## config.mk

```make
export PLATFORM = sky130hd
export DESIGN_NAME = temp_sample_proc
export DESIGN_NICKNAME = d
export VERILOG_FILES = /design/src/rtl/temp_sample_proc.sv
export SDC_FILE = /design/constraint.sdc
export NUM_CORES = 1
export LEC_CHECK = 0
export CAP_MARGIN = 20
export CORE_UTILIZATION = 53
export DETAILED_ROUTE_END_ITERATION = 6
export HOLD_SLACK_MARGIN = 0.12
export MAX_ROUTING_LAYER = met4
export PLACE_DENSITY = 0.77
export SYNTH_ARGS = -nofsm -noshare
export SYNTH_HDL_FRONTEND = slang
export SYNTH_SLANG_ARGS = --single-unit
```

## constraint.sdc

```tcl
create_clock -name FAB_CCC_GL0 -period 5.6 [get_ports FAB_CCC_GL0]
set_input_delay 0.56 -clock FAB_CCC_GL0 [delete_from_list [all_inputs] [get_ports FAB_CCC_GL0]]
set_output_delay 0.56 -clock FAB_CCC_GL0 [all_outputs]
set_load 0.005 [all_outputs]
```

## src/rtl/temp_sample_proc.sv

```systemverilog
// Temperature sample processor: assembles two-byte TMP102 reads into 12-bit
// signed samples, keeps a power-of-two moving average, a hysteresis alert,
// a sample counter, and flags out-of-order or stalled frames.
// Latency: sample outputs update 1 cycle after the LSB strobe. No back-pressure.
module temp_sample_proc #(
  parameter int AVG_LOG2    = 3,
  parameter int TIMEOUT_CYC = 50000
) (
  input  logic        FAB_CCC_GL0,
  input  logic        FAB_RESET,
  input  logic [7:0]  RX_DATA,
  input  logic        RX_VALID,
  input  logic        RX_FIRST,
  input  logic        RX_ABORT,
  input  logic [11:0] T_HIGH,
  input  logic [11:0] T_LOW,
  output logic [11:0] TEMP_RAW,
  output logic [11:0] TEMP_AVG,
  output logic        SAMPLE_VALID,
  output logic        AVG_VALID,
  output logic        ALERT,
  output logic        FRAME_ERR,
  output logic [15:0] SAMPLE_CNT
);

  localparam int WIN = 1 << AVG_LOG2;
  localparam int SW  = 12 + AVG_LOG2;
  localparam int TW  = $clog2(TIMEOUT_CYC + 1);

  typedef enum logic {WAIT_MSB, WAIT_LSB} state_t;

  state_t              state, state_nxt;
  logic [7:0]          msb;
  logic [TW-1:0]       tmo_cnt;
  logic                load_msb, commit, err_set, tmo_inc;
  logic [11:0]         sample;
  logic [11:0]         oldest;
  logic [11:0]         hist [WIN];
  logic [AVG_LOG2-1:0] wr_ptr;
  logic [AVG_LOG2:0]   fill_cnt;
  logic signed [SW-1:0] sum, sum_nxt;

  // Low nibble of the LSB byte carries no temperature information.
  assign sample  = {msb, RX_DATA[7:4]};
  assign oldest  = hist[wr_ptr];
  assign sum_nxt = sum + $signed({{AVG_LOG2{sample[11]}}, sample})
                       - $signed({{AVG_LOG2{oldest[11]}}, oldest});

  // Frame FSM: next state and control strobes; abort overrides everything.
  always_comb begin
    state_nxt = state;
    load_msb  = 1'b0;
    commit    = 1'b0;
    err_set   = 1'b0;
    tmo_inc   = 1'b0;
    if (RX_ABORT) begin
      state_nxt = WAIT_MSB;
    end else begin
      case (state)
        WAIT_MSB: begin
          if (RX_VALID) begin
            if (RX_FIRST) begin
              load_msb  = 1'b1;
              state_nxt = WAIT_LSB;
            end else begin
              err_set = 1'b1;
            end
          end
        end
        WAIT_LSB: begin
          if (RX_VALID) begin
            if (RX_FIRST) begin
              // Restarted frame: report it, but keep the newer MSB.
              err_set  = 1'b1;
              load_msb = 1'b1;
            end else begin
              commit    = 1'b1;
              state_nxt = WAIT_MSB;
            end
          end else if (tmo_cnt == TW'(TIMEOUT_CYC - 1)) begin
            err_set   = 1'b1;
            state_nxt = WAIT_MSB;
          end else begin
            tmo_inc = 1'b1;
          end
        end
        default: state_nxt = WAIT_MSB;
      endcase
    end
  end

  // Frame state, latched MSB and stall timer (cleared whenever not counting).
  always_ff @(posedge FAB_CCC_GL0 or posedge FAB_RESET) begin
    if (FAB_RESET) begin
      state     <= WAIT_MSB;
      msb       <= '0;
      tmo_cnt   <= '0;
      FRAME_ERR <= 1'b0;
    end else begin
      state     <= state_nxt;
      FRAME_ERR <= err_set;
      tmo_cnt   <= tmo_inc ? tmo_cnt + 1'b1 : '0;
      if (RX_ABORT)      msb <= '0;
      else if (load_msb) msb <= RX_DATA;
    end
  end

  // History ring: the oldest entry is replaced by each committed sample.
  always_ff @(posedge FAB_CCC_GL0 or posedge FAB_RESET) begin
    if (FAB_RESET) begin
      for (int i = 0; i < WIN; i++) hist[i] <= '0;
      wr_ptr <= '0;
    end else if (commit) begin
      hist[wr_ptr] <= sample;
      wr_ptr       <= wr_ptr + 1'b1;
    end
  end

  // Sample outputs, running average, fill tracking, counter and alert.
  always_ff @(posedge FAB_CCC_GL0 or posedge FAB_RESET) begin
    if (FAB_RESET) begin
      TEMP_RAW     <= '0;
      TEMP_AVG     <= '0;
      SAMPLE_VALID <= 1'b0;
      AVG_VALID    <= 1'b0;
      ALERT        <= 1'b0;
      SAMPLE_CNT   <= '0;
      sum          <= '0;
      fill_cnt     <= '0;
    end else begin
      SAMPLE_VALID <= commit;
      if (commit) begin
        TEMP_RAW   <= sample;
        // Top 12 bits of the sum are the arithmetic shift by AVG_LOG2.
        TEMP_AVG   <= sum_nxt[SW-1:AVG_LOG2];
        sum        <= sum_nxt;
        SAMPLE_CNT <= SAMPLE_CNT + 1'b1;
        if (fill_cnt != (AVG_LOG2 + 1)'(WIN)) fill_cnt <= fill_cnt + 1'b1;
        if (fill_cnt == (AVG_LOG2 + 1)'(WIN - 1)) AVG_VALID <= 1'b1;
        if ($signed(sample) > $signed(T_HIGH))     ALERT <= 1'b1;
        else if ($signed(sample) < $signed(T_LOW)) ALERT <= 1'b0;
      end
    end
  end

endmodule

```

# After elaboration in Yosys (flattened, before gate mapping)
# Index checks and enable logic that the tools add are counted.
dict set report word_totals {
  register_bits 187
  output_inout_bits 44
  wordCells 71
}
dict set report classes {
  order_cmp 4
  addsub 6
  eq_ne 3
  bitwise_logic 2
  mux 29
  reduce_logical 6
}
# op n
set op_table {}
lappend op_table {{bitwise mux 96 bit} 1}
lappend op_table {{binary-select mux 12 bit (select 3 bit)} 1}
lappend op_table {{demux 12 bit (select 3 bit)} 1}
lappend op_table {{two-way mux 12 bit} 3}
lappend op_table {{adder 16 x 1 -> 16 bit, second input constant} 2}
lappend op_table {{two-way mux 1 bit} 18}
lappend op_table {{== test 16 bit, second input constant} 1}
lappend op_table {{two-way mux 16 bit} 1}
lappend op_table {{two-way mux 8 bit} 2}
lappend op_table {{adder 15 x 12 -> 15 bit} 1}
lappend op_table {{subtractor 15 x 12 -> 15 bit} 1}
lappend op_table {{> comparator 12 bit} 1}
lappend op_table {{less-than comparator 12 bit} 1}
lappend op_table {{AND reduction 2 bit} 3}
lappend op_table {{adder 4 x 1 -> 4 bit, second input constant} 1}
lappend op_table {{== test 4 x 3 -> 1 bit, second input constant} 1}
lappend op_table {{>= comparator 4 bit, second input constant} 1}
lappend op_table {{less-than comparator 4 x 1 -> 1 bit, second input constant} 1}
lappend op_table {{inequality test 4 bit, second input constant} 1}
lappend op_table {{inverter 3 -> 4 bit} 1}
lappend op_table {{one-hot mux 1 bit (2 select lines)} 2}
lappend op_table {{nonzero test 2 bit} 2}
lappend op_table {{adder 3 x 1 -> 3 bit, second input constant} 1}
lappend op_table {{logical AND 1 bit} 1}
lappend op_table {{inverter 1 bit} 1}

# Depth between registers and ports, before layout
dict set report depth {
  word_depth 6
  depth_mapped 14
}

# Least setup slack after synthesis
# OpenSTA, ideal clock, no wires.
dict set report synth_path {
  path_kind {register to register}
  from {reg wr_ptr[0]}
  to {reg TEMP_AVG[9]}
  period_less_slack_ns 3.916
  path_buffers 2
  setup_time_ns 0.134
  arrival_ns 3.781
  t_required_ns 5.466
  stages_incl_launch_ff 14
  setup_slack_ns 1.684
  cell_sequence {dfrtp_1 clkbuf_1 buf_2 mux4_2 mux2_2 fa_1 inv_1 fa_1 a211oi_1 o21ai_0 a31o_2 o31a_1 xnor2_1 o21ai_0}
}
dict set report synth_between {
  elab_chain_cells 5
}
# item line_no
set synth_lines {}
lappend synth_lines {{start: declaration} 39} ;# logic [AVG_LOG2-1:0] wr_ptr;
lappend synth_lines {{start signal: assignment} 115} ;# wr_ptr <= wr_ptr + 1'b1;
lappend synth_lines {{inverter 3 -> 4 bit (not written as such)} 45} ;# assign oldest = hist[wr_ptr];
lappend synth_lines {{binary-select mux 12 bit (select 3 bit)} 45}
lappend synth_lines {{two-way mux 12 bit (not written as such) (2 in series)} 45}
lappend synth_lines {{subtractor 15 x 12 -> 15 bit} 47} ;# - $signed({{AVG_LOG2{oldest[11]}}, oldest});
lappend synth_lines {{end signal: assignment} 135} ;# TEMP_AVG <= sum_nxt[SW-1:AVG_LOG2];
lappend synth_lines {{end: declaration} 18} ;# output logic [11:0] TEMP_AVG,
# Every way passes these cells. The select of a mux whose other input is x is not followed.
# A chain may end at the register's enable or synchronous reset.

# Worst setup path in the final report
dict set report layout_path {
  from {reg wr_ptr[2]}
  to {reg TEMP_AVG[10]}
}
# The elaborated chain is that of the path after synthesis.

==> impl_results.md <==
* Post-CTS Resized at 0
* Leakage at 5.09 nW
* Critical Path Fanout Max at 18
* Final-report hold violation count at 0
* Status: complete, no violations
* CP Launch Type: register
* Final Cycle Share at 75.4%
* Routed WL per cell at between 15 and 20 um
* Setup CP Type: register to register
* CP delay by family, top: compound AO/OA/AOI/OAI gates
* Placed cell area at between 10000 and 15000 sq um
* Num ports at approximately 80
* CP bufs+invs at 2
* Synth cell types at 61
* Most used DFF post-synth: dfrtp_1
* Gr usage total at about 24%
* Design area at 10800 sq um
* Clock skew at between 0.007 and 0.008 ns
* Clock Latency Late Sink at approximately 0.43 ns
* Flops & latches, synth at between 150 and 200
* Post-Route WL at ~20 mm
* Worst rel slew slack at between 20% and 30%
* Crit. End Element: register
* Post-CTS Hold Fix Bufs at 0
* First-pass GRT wire length at ~33 mm
* RD Place Congestion at roughly 0.83
* Worst-path cell chain: buf_4 -> mux4_2 -> mux2_2 -> fa_1 -> inv_1 -> ha_1 -> a21o_1 -> a221oi_1 -> a31oi_1 -> a311oi_1 -> xor2_1 -> o21ai_1
* Share of layout cells above drive strength 1 at around 15%
* Critical path required time at roughly 5.9 ns
* Reg power frac at 36.3%
* Setup_tns at 0 ns
* Yosys warns at 0
* Total CTS buffers at 17
* Initial Util at about 54%
* ANT cells at 0
* Logic pwr share at between 30% and 40%
* Starting DRC count in detailed routing at 389
* Post-route ant nets at 0
* Seq/Total Area, Yosys at a little under half
* Area Growth Syn to Fin at 15.9%
* Pin count of the biggest net entering global routing at 92
* DRC at 0
* Total grt overflow at 0
* Peak VDD IR at roughly 0.29 mV
* Clock power share at between 20% and 30%
* Die Y at 135 um
* Pwr dens at around 390 nW/um^2
* Unrepaired setup endpoints after global routing: false
* Mean Syn Cell Area at approximately 11 sq um
* Max Cap Violations at 0
* Initial antenna violation count at 0
* Rows at 48
* H-tree levels at 4
* CTS sink count at between 150 and 200
* Switching pwr at 1.46 mW
* Worst path max stage delay at about 0.8 ns
* Die Area at ~18000 sq um
* Sw Ratio at about a third
* Synth Cell Area at between 9000 and 10000 sq um
* Die span in x at ~130 um
* CTS tree: yes
* Vias after detailed routing at between 6000 and 7000
* HPWL after DPL at roughly 14 mm
* Worst-Margin Slew at 1.10 ns
* Internal at between 2 and 3 mW
* Async SR Flop Fraction at 100%
* Critical path's slowest cell: dfrtp_1
* Period minus WS final at ~4.2 ns
* Post-CTS Setup Inserts at 0
* Vias in the first global route at 6521
* Post-synth EDFFs at 0
* 1st-pass router iterations at 7
* Mapped Cells at 857
* Fmax at ~0.24 GHz
* Final setup fails at 0
* Vias per std cell at 5.52
* Root Driver: clkbuf_16
* Clock Path Buffers at 2
* Nets at approximately 1000
* Clk slew on worst S/H paths at 0.07 ns
* Worst Hold Class: register to register
* Net Count, Synth at approximately 950
* IO buf count at 80
* CP arrival at 4.52 ns
* Pins Over Slew Limit at 0
* Core Area at about 17000 sq um
==> stage by stage <==
| stage | hold WS [ns] | power, mW | utilization [%] | worst slack [ns] | instances |
|---|---|---|---|---|---|
| detailed placement | 0.457 | 3.07 | 59.4 | 1.39 | 1124 |
| global placement | 0.449 | 3.01 | 59.4 | 1.46 | 1124 |
| finish | 0.467 | 4.17 | 62.6 | 1.38 | 1157 |
| floorplan | 0.425 | 2.68 | - | 0.295 | 857 |
| CTS | 0.472 | 4.18 | 62.5 | 1.39 | 1156 |
| global route | 0.494 | 4.42 | 62.6 | 1.20 | 1157 |
==> cells in the mapped netlist (all sizes together), types with 3 or more instances <==
cell type  number  area, sq um
nor2           30          113
nor3            7         40.0
or2             3         18.8
xnor2          25          219
xor2           24          210
nand2         112          420
nor4b           3         47.5
nand3          29          145
buf            31          201
a31oi           3         18.8
a21oi          26          130
nand4           6         58.8
nor2b           4         35.0
dfrtp         175         4380
ha             44          551
clkbuf         15         56.3
nand3b          4         42.5
nor4            3         25.0
mux4           24          541
and3           11         68.8
inv            85          319
a21o            6         45.0
o21ai          85          425
mux2           60          676
fa             14          280
==> final timing paths <==
| kind | from | endpoint | slack (ns) | depth (start not counted) |
|---|---|---|---|---|
| setup / recovery | wr_ptr[2]$_DFFE_PP0P_ | TEMP_AVG[10]$_DFFE_PP0P_ | 1.38 | 12 |
| hold / removal | AVG_VALID$_DFFE_PP0P_ | AVG_VALID$_DFFE_PP0P_ | 0.47 | 1 |
| setup reg to reg | wr_ptr[2]$_DFFE_PP0P_ | TEMP_AVG[10]$_DFFE_PP0P_ | 1.38 | 12 |
| hold reg to reg | AVG_VALID$_DFFE_PP0P_ | AVG_VALID$_DFFE_PP0P_ | 0.47 | 1 |
| max in group asynchronous | FAB_RESET | TEMP_AVG[2]$_DFFE_PP0P_ | 4.01 | 3 |
| min in group asynchronous | FAB_RESET | SAMPLE_CNT[11]$_DFFE_PP0P_ | 0.66 | 2 |
==> per-layer routing <==
metal | wire length [um] | up-vias | global-route usage, %
met4 | 338 | 0 | 8.49
met2 | 10400 | 124 | 41.2
li1 | - | 3036 | -
met1 | 8640 | 3196 | 30.4
met3 | 547 | 28 | 3.45
met5 | 0 | - | -
==> state kept, by name, summed over array words and instances (netlist names) <==
register	count
state	1
SAMPLE_VALID	1
fill_cnt	4
FRAME_ERR	1
TEMP_AVG	12
sum	3
hist	96
wr_ptr	3
ALERT	1
tmo_cnt	16
SAMPLE_CNT	16
msb	8
AVG_VALID	1
TEMP_RAW	12
==> power groups by stage <==
| stage | Combinational, mW | Clock [mW] | Sequential (mW) |
|---|---|---|---|
| 2_1_floorplan | 1.21 | 0 | 1.47 |
| 3_3_place_gp | 1.48 | 0 | 1.53 |
| 3_5_place_dp | 1.53 | 0 | 1.54 |
| 4_1_cts | 1.56 | 1.11 | 1.52 |
| 5_1_grt | 1.72 | 1.16 | 1.54 |
| 6_report | 1.55 | 1.10 | 1.51 |
==> cell usage in the layout, fill, tap and decap left out, types with 3 or more instances in the layout <==
cell type | netlist | routed
ha_1 | 44 | 44
nand3_1 | 29 | 29
inv_1 | 84 | 83
clkbuf_16 | 0 | 17
nand4_1 | 4 | 4
dfrtp_1 | 175 | 174
inv_6 | 0 | 4
xnor2_1 | 25 | 25
a31oi_1 | 3 | 3
clkinvlp_4 | 0 | 4
o21ai_0 | 84 | 84
mux4_2 | 24 | 24
a21oi_1 | 26 | 26
clkdlybuf4s50_1 | 0 | 80
fa_1 | 14 | 14
nor2_1 | 30 | 30
nor3_1 | 6 | 6
xor2_1 | 24 | 24
buf_4 | 16 | 7
nand2_1 | 112 | 112
nand3b_1 | 3 | 3
and3_1 | 11 | 11
a21o_1 | 6 | 6
mux2_2 | 59 | 59
==> area by class of cell <==
cell class	instances	area [sq um]
sequential	175	4380
fill	1323	6450
tap	225	282
clock inverter	11	83.8
multi-input combinational	551	4370
timing repair buffer	89	885
inverter	85	324
clock buffer	21	460
==> cells by family (layout without fill, tap and decap cells) <==
logic type,count (synthesis),count (layout),share of synthesized area (%)
compound gates,140,140,8.44
xor+xnor,49,49,4.61
fa+ha+maj,58,58,8.92
buf+inv,131,206,6.20
flops,175,175,47.0
mux,86,86,13.3
simple gates,218,218,11.5
==> worst register-to-register path: cells and delay by family (launching register included) <==
family,cells,cell delay [ns]
buffers and inverters,2,0.36
AOI/OAI and AO/OA,5,1.08
adders and majority gates,2,0.83
muxes,2,0.82
xor gates and xnor gates,1,0.17
DFF,1,0.82
Note: power is estimated with default switching activity, not from simulation.
